**src/rtl/arpeggio_sequencer_if.sv**
```systemverilog
// Control/status bundle between a host and the arpeggio sequencer.
// No valid/ready: arp_toggle is a one-cycle request pulse; addr_tick and note_change are one-cycle strobes.
interface arpeggio_sequencer_if #(
    parameter int ADDR_W = 8
);
    logic [7:0]        base;
    logic [1:0]        mode;
    logic              arp_toggle;
    logic [ADDR_W-1:0] addr;
    logic              addr_tick;
    logic [2:0]        note_idx;
    logic              arp_active;
    logic              note_change;
    logic              dir_dbg;

    modport master (
        output base, mode, arp_toggle,
        input  addr, addr_tick, note_idx, arp_active, note_change, dir_dbg
    );

    modport slave (
        input  base, mode, arp_toggle,
        output addr, addr_tick, note_idx, arp_active, note_change, dir_dbg
    );
endinterface

```
**src/rtl/arpeggio_sequencer.sv**
```systemverilog
// Arpeggio sequencer: wave-table address generator whose tick period follows a stepped note pattern.
// The period reloads only at divider wraps so the tone stays phase-continuous across note changes.
module arpeggio_sequencer #(
    parameter int          NOTES       = 4,
    parameter int          STEP_CYCLES = 50000000,
    parameter logic [31:0] RATIOS      = {4'd8, 4'd6, 4'd5, 4'd4},
    parameter int          BASE_OFFSET = 746,
    parameter int          ADDR_W      = 8,
    parameter int          PERIOD_W    = 14
) (
    input  logic                CLK100MHZ,
    input  logic                RESET,
    arpeggio_sequencer_if.slave bus
);
    localparam int                STEP_W    = $clog2(STEP_CYCLES);
    localparam int                PROD_W    = PERIOD_W + 4;
    localparam logic [STEP_W-1:0] STEP_LAST = STEP_W'(STEP_CYCLES - 1);
    localparam logic [2:0]        LAST_IDX  = 3'(NOTES - 1);

    typedef enum logic {DIR_UP = 1'b0, DIR_DOWN = 1'b1} dir_e;

    logic [PERIOD_W-1:0] base_period_q;
    logic [PERIOD_W-1:0] div_cnt_q;
    logic [PERIOD_W-1:0] active_period_q;
    logic [ADDR_W-1:0]   addr_q;
    logic                addr_tick_q;
    logic [3:0]          ratio;
    logic [PROD_W-1:0]   product;
    logic [PERIOD_W-1:0] target_period;
    logic                div_wrap;

    logic                arp_active_q, arp_active_d;
    logic [2:0]          note_idx_q, note_idx_d;
    logic [STEP_W-1:0]   step_cnt_q, step_cnt_d;
    dir_e                dir_q, dir_d;
    logic                note_change_q, note_change_d;

    // Ratios are in quarters, so the product is scaled back by dropping two LSBs.
    always_comb begin
        ratio = 4'd0;
        for (int k = 0; k < NOTES; k++) begin
            if (note_idx_q == 3'(k)) ratio = RATIOS[4*k +: 4];
        end
        product       = PROD_W'(base_period_q) * PROD_W'(ratio);
        target_period = product[PERIOD_W+1:2];
        if (target_period == '0) target_period = PERIOD_W'(1);
    end

    assign div_wrap = (div_cnt_q == active_period_q - PERIOD_W'(1));

    always_ff @(posedge CLK100MHZ or posedge RESET) begin
        if (RESET) begin
            base_period_q   <= PERIOD_W'(BASE_OFFSET);
            div_cnt_q       <= '0;
            active_period_q <= PERIOD_W'(1);
            addr_q          <= '0;
            addr_tick_q     <= 1'b0;
        end else begin
            base_period_q <= PERIOD_W'(BASE_OFFSET) + PERIOD_W'(bus.base);
            addr_tick_q   <= div_wrap;
            if (div_wrap) begin
                div_cnt_q       <= '0;
                addr_q          <= addr_q + ADDR_W'(1);
                active_period_q <= target_period;
            end else begin
                div_cnt_q <= div_cnt_q + PERIOD_W'(1);
            end
        end
    end

    always_ff @(posedge CLK100MHZ or posedge RESET) begin
        if (RESET) begin
            arp_active_q  <= 1'b0;
            note_idx_q    <= '0;
            step_cnt_q    <= '0;
            dir_q         <= DIR_UP;
            note_change_q <= 1'b0;
        end else begin
            arp_active_q  <= arp_active_d;
            note_idx_q    <= note_idx_d;
            step_cnt_q    <= step_cnt_d;
            dir_q         <= dir_d;
            note_change_q <= note_change_d;
        end
    end

    // A disabling toggle takes priority over a coinciding step boundary.
    always_comb begin
        arp_active_d  = arp_active_q ^ bus.arp_toggle;
        note_idx_d    = note_idx_q;
        step_cnt_d    = step_cnt_q;
        dir_d         = (bus.mode == 2'd3) ? dir_q : DIR_UP;
        note_change_d = 1'b0;
        if (!arp_active_d || !arp_active_q) begin
            note_idx_d = '0;
            step_cnt_d = '0;
            dir_d      = DIR_UP;
        end else if (step_cnt_q == STEP_LAST) begin
            step_cnt_d = '0;
            case (bus.mode)
                2'd1: note_idx_d = (note_idx_q == LAST_IDX) ? 3'd0 : note_idx_q + 3'd1;
                2'd2: note_idx_d = (note_idx_q == 3'd0) ? LAST_IDX : note_idx_q - 3'd1;
                2'd3: begin
                    if (dir_q == DIR_UP) begin
                        if (note_idx_q == LAST_IDX) begin
                            dir_d      = DIR_DOWN;
                            note_idx_d = note_idx_q - 3'd1;
                        end else begin
                            note_idx_d = note_idx_q + 3'd1;
                        end
                    end else begin
                        if (note_idx_q == 3'd0) begin
                            dir_d      = DIR_UP;
                            note_idx_d = note_idx_q + 3'd1;
                        end else begin
                            note_idx_d = note_idx_q - 3'd1;
                        end
                    end
                end
                default: note_idx_d = note_idx_q;
            endcase
            note_change_d = (note_idx_d != note_idx_q);
        end else begin
            step_cnt_d = step_cnt_q + STEP_W'(1);
        end
    end

    assign bus.addr        = addr_q;
    assign bus.addr_tick   = addr_tick_q;
    assign bus.note_idx    = note_idx_q;
    assign bus.arp_active  = arp_active_q;
    assign bus.note_change = note_change_q;
    assign bus.dir_dbg     = dir_q;
endmodule

```
**src/flat_wrapper.sv**
```systemverilog
// flat-port wrapper written by rule: the top's interface ports become plain ports
module arpeggio_sequencer_flat 
#(
    parameter int          NOTES       = 4,
    parameter int          STEP_CYCLES = 50000000,
    parameter logic [31:0] RATIOS      = {4'd8, 4'd6, 4'd5, 4'd4},
    parameter int          BASE_OFFSET = 746,
    parameter int          ADDR_W      = 8,
    parameter int          PERIOD_W    = 14
)
  (CLK100MHZ, RESET, bus_base, bus_mode, bus_arp_toggle, bus_addr, bus_addr_tick, bus_note_idx, bus_arp_active, bus_note_change, bus_dir_dbg);
  arpeggio_sequencer_if #(.ADDR_W(ADDR_W)) bus_i ();
  input  logic CLK100MHZ;
  input  logic RESET;
  input wire logic [$bits(bus_i.base)-1:0] bus_base;
  input wire logic [$bits(bus_i.mode)-1:0] bus_mode;
  input wire logic [$bits(bus_i.arp_toggle)-1:0] bus_arp_toggle;
  output wire logic [$bits(bus_i.addr)-1:0] bus_addr;
  output wire logic [$bits(bus_i.addr_tick)-1:0] bus_addr_tick;
  output wire logic [$bits(bus_i.note_idx)-1:0] bus_note_idx;
  output wire logic [$bits(bus_i.arp_active)-1:0] bus_arp_active;
  output wire logic [$bits(bus_i.note_change)-1:0] bus_note_change;
  output wire logic [$bits(bus_i.dir_dbg)-1:0] bus_dir_dbg;
  assign bus_i.base = bus_base;
  assign bus_i.mode = bus_mode;
  assign bus_i.arp_toggle = bus_arp_toggle;
  assign bus_addr = bus_i.addr;
  assign bus_addr_tick = bus_i.addr_tick;
  assign bus_note_idx = bus_i.note_idx;
  assign bus_arp_active = bus_i.arp_active;
  assign bus_note_change = bus_i.note_change;
  assign bus_dir_dbg = bus_i.dir_dbg;
  arpeggio_sequencer #(.NOTES(NOTES), .STEP_CYCLES(STEP_CYCLES), .RATIOS(RATIOS), .BASE_OFFSET(BASE_OFFSET), .ADDR_W(ADDR_W), .PERIOD_W(PERIOD_W)) u_core (.CLK100MHZ(CLK100MHZ), .RESET(RESET), .bus(bus_i));
endmodule
```
**config.mk**
```make
export PLATFORM = sky130hd
export DESIGN_NAME = arpeggio_sequencer_flat
export DESIGN_NICKNAME = d
export VERILOG_FILES = /design/src/rtl/arpeggio_sequencer_if.sv /design/src/rtl/arpeggio_sequencer.sv /design/src/flat_wrapper.sv
export SDC_FILE = /design/constraint.sdc
export NUM_CORES = 1
export LEC_CHECK = 0
export ABC_AREA = 1
export BUFFER_PORTS_ARGS = -buffer_cell sky130_fd_sc_hd__buf_4
export CAP_MARGIN = 20
export CORE_UTILIZATION = 40
export CTS_CLUSTER_DIAMETER = 40
export CTS_CLUSTER_SIZE = 8
export DETAILED_ROUTE_END_ITERATION = 7
export PLACE_DENSITY_LB_ADDON = 0.12
export RECOVER_POWER = 100
export SETUP_SLACK_MARGIN = 0.02
export SLEW_MARGIN = 20
export SYNTH_ARGS = -nofsm -noshare
export SYNTH_HDL_FRONTEND = slang
export SYNTH_SLANG_ARGS = --single-unit
```
**constraint.sdc**
```tcl
create_clock -name CLK100MHZ -period 5.3 [get_ports CLK100MHZ]
set_input_delay 0.795 -clock CLK100MHZ [delete_from_list [all_inputs] [get_ports CLK100MHZ]]
set_output_delay 0.795 -clock CLK100MHZ [all_outputs]
set_load 0.005 [all_outputs]
```
==> results.py <==
metrics = {
    "drt": {
        "wl_um": 13410,
        "post_drt_wl_per_cell_um": 12.18,
        "drc": 3,
        "drt_iter0_markers": 258,
        "vias_per_cell": 4.787,
        "ant_nets": 0,
        "num_vias": 5270,
        "dr.pass1.iters": 7,
    },
    "worst_setup_path": {
        "cp-end-kind": "register",
        "reg2reg_depth": 20,
        "startpoint_type": "register",
        "cp_common_cell": "nand2_1",
        "critPathMaxStageDelay_ns": 0.55,
        "cp.required_ns": 5.57,
        "cp_slowest_cell": "fa_1",
        "path_cells": "inv_1, ha_1, inv_1, nand2_1, inv_1, nand2_1, fa_1, fa_1, fa_1, inv_1, nand3_1, nand2_1, nand2_1, nand3_1, nand2_1, nor2_1, nand3_1, nor2_1, nor2_1, nor2_1",
        "critical_path_class": "register to register",
        "worstPathArrival_ns": 4.55,
        "cp_max_fo": 14,
    },
    "synthesis": {
        "synth_top_area_share": 0.2912,
        "synth_compound_area_frac": 0.05331,
        "synth_fa_ha_area_frac": 0.1140,
        "synthesis.area_mm2": 0.006102,
        "yosys.area.top_type": "dfrtp_1",
        "synthXorXnorAreaFrac": 0.05454,
        "avgSynthCellArea_um2": 6.934,
        "muxShareOfSynthArea": 0,
        "syn-num-nets": 939,
        "ys_ff_latch": 77,
        "synth_cells": 880,
        "synth_top_family_by_area": "simple AND/OR/NAND/NOR gates",
        "synth_ff_type": "dfrtp_1",
        "synth-async-reset-ratio": 1.000,
        "ys_seq_area_frac": 0.3170,
        "yosys_warnings": 0,
        "synth.cells.most_frequent": "243 x nand2_1, 145 x inv_1, 113 x nor2_1",
        "synth-edff-count": 0,
        "synthTopCellsByArea": "dfrtp_1 29%, nand2_1 15%, inv_1 8.9%",
        "yosysMostFrequentCell": "nand2_1",
        "synth-simple-area-share": 0.3605,
        "ys_types": 41,
    },
    "finish": {
        "syn2layout_area_growth_pct": 10.87,
        "drive_gt1_frac": 0.07088,
        "final_util": 0.4602,
        "num_antenna_cells": 0,
        "nets": 971,
    },
    "timing": {
        "relSlewSlack": -0.5667,
        "setup_viol": 0,
        "finalSetupTns_ns": 0,
        "finalMaxSlewViolations": 86,
        "hold_violations": 0,
        "grt_setup_unrepaired": "no",
        "post-route-period-util": 0.8079,
        "min_period_ns": 4.282,
        "finClkSkew_ns": 0.004397,
        "fmax_ghz": 0.2335,
        "tightest_slew_ns": 2.337,
    },
    "clock_network": {
        "insertion_delay_ns": 0.34,
        "cts_buffer_depth": 2,
        "cts_tree": "yes",
        "cts-buffers-inserted": 9,
        "ctsRootBufferMaster": "clkbuf_16",
        "path_clk_slew_ns": 0.06,
        "post_cts_buffers": 0,
        "cts_resized": 0,
        "hold_buffers": 0,
        "clock_sinks": 77,
        "htreeDepth": 3,
    },
    "global_routing": {
        "antenna_found_initial": 0,
        "grtUsageMet1": 0.2480,
        "overflow": 0,
        "grt_max_degree": 54,
        "grt_pass1_vias": 4989,
        "met2_usage": 0.3046,
        "grt_usage": 0.1843,
        "grt-busiest-layer": "met2",
        "met3_usage": 0.03166,
        "grt_pass1_wl_um": 23520,
    },
    "placed_design": {
        "numPortBuffers": 27,
        "place.gp.congestion": 0.8698,
        "hpwl_um": 10690,
    },
    "worst_hold_path": {
        "min_path_type": "register to register",
        "hold_depth": 1,
    },
    "power": {
        "power-per-cell-area_mw_per_mm2": 210.6,
        "p_leak_nw": 3.358,
        "irDropWorstVdd_v": 0.0001440,
    },
    "flow_run": {
        "cap_violations": 2,
    },
    "die": {
        "rows": 44,
        "die_h_um": 125.5,
        "die_width_um": 125.5,
        "die_area_mm2": 0.01575,
        "io_pins": 28,
        "initial_core_util": 0.4151,
        "core-area_mm2": 0.01470,
    },
    "outcome": {
        "violations": "DRC, capacitance limit, slew limit",
        "status": "finished, violations left",
    },
}
-- metrics by stage --
stage                     area, um^2  worst slack [ns]  power (W)  hold slack [ns]  std cells
after floorplan                 6102             1.349  0.0007291           0.4322        880
after global placement          6496             1.002  0.0007815           0.4823       1085
after detailed placement        6496            0.9553  0.0007785           0.4737       1085
after CTS                       6813            0.9376   0.001447           0.4887       1101
after global routing            6765            0.4908   0.001492           0.5125       1101
final                           6765             1.018   0.001425           0.4799       1101
-- layout by cell type, fill, tap and decap left out, drive strengths merged, types with 25 or more instances in the layout --
cell type and n:
nand2 248, inv 147, nor2 123, dfrtp 71, nand3 70, o21ai 32, ha 30, clkbuf 30
xor2 25, nor3 25
-- worst max-delay path: cells and delay by family, from the launching register on --
kind / cells / cell delay, ns
and+or+nand+nor: 12 / 1.21
adders and majority gates: 4 / 1.96
DFF: 1 / 0.47
buffers and inverters: 4 / 0.57
-- cell families after synthesis --
group / count (synthesis)
AND/OR/NAND/NOR: 503
buffers and inverters: 157
flip-flops: 77
AO/OA/AOI/OAI: 58
adder cells (fa/ha/maj): 46
XOR/XNOR: 38
other: 1
-- registers in the layout, indices dropped and copies added (netlist names) --
register,flops
u_core.step_cnt_q,26
u_core.div_cnt_q,14
u_core.active_period_q,13
u_core.base_period_q,9
u_core.bus.addr,8
u_core.bus.note_idx,3
u_core.bus.addr_tick,1
u_core.bus.arp_active,1
u_core.bus.dir_dbg,1
u_core.bus.note_change,1
-- metal layers --
layer,share of wire,wire length (um),vias up
met5,0,0,-
met1,0.50,6720,2363
li1,-,-,2820
met3,0.028,381,11
met4,0.011,144,0
met2,0.46,6159,76
-- power breakdown --
part | leakage, nW | internal, W | switching, W
registers | 0.962 | 0.000605 | 0.0000115
clock network | 0.156 | 0.000412 | 0.000249
logic | 2.24 | 0.0000478 | 0.0000993
total | 3.36 | 0.00107 | 0.000360
-- final cells by class --
class	count	area [um^2]
fill	1545	7934
multi-input combinational	646	3521
sequential	77	1934
inverter	150	564.3
tap	184	230.2
clock buffer	10	229.0
timing repair buffer	28	198.9
clock inverter	6	87.58
-- path summary, 6_finish.rpt --
path / from / end / slack, ns
hold reg to reg: u_core.step_cnt_q[0]$_DFF_PP0_ / u_core.step_cnt_q[0]$_DFF_PP0_ / 0.48
max in group asynchronous: RESET / u_core.bus.addr_tick$_DFF_PP0_ / 2.17
setup reg to reg: u_core.bus.note_idx[2]$_DFFE_PP0P_ / u_core.active_period_q[0]$_DFFE_PP1P_ / 1.02
setup / recovery: u_core.bus.note_idx[2]$_DFFE_PP0P_ / u_core.active_period_q[0]$_DFFE_PP1P_ / 1.02
hold / removal: u_core.step_cnt_q[0]$_DFF_PP0_ / u_core.step_cnt_q[0]$_DFF_PP0_ / 0.48
min in group asynchronous: RESET / u_core.bus.note_idx[1]$_DFFE_PP0P_ / 1.10
No activity file was read; power rests on OpenSTA's default activity.
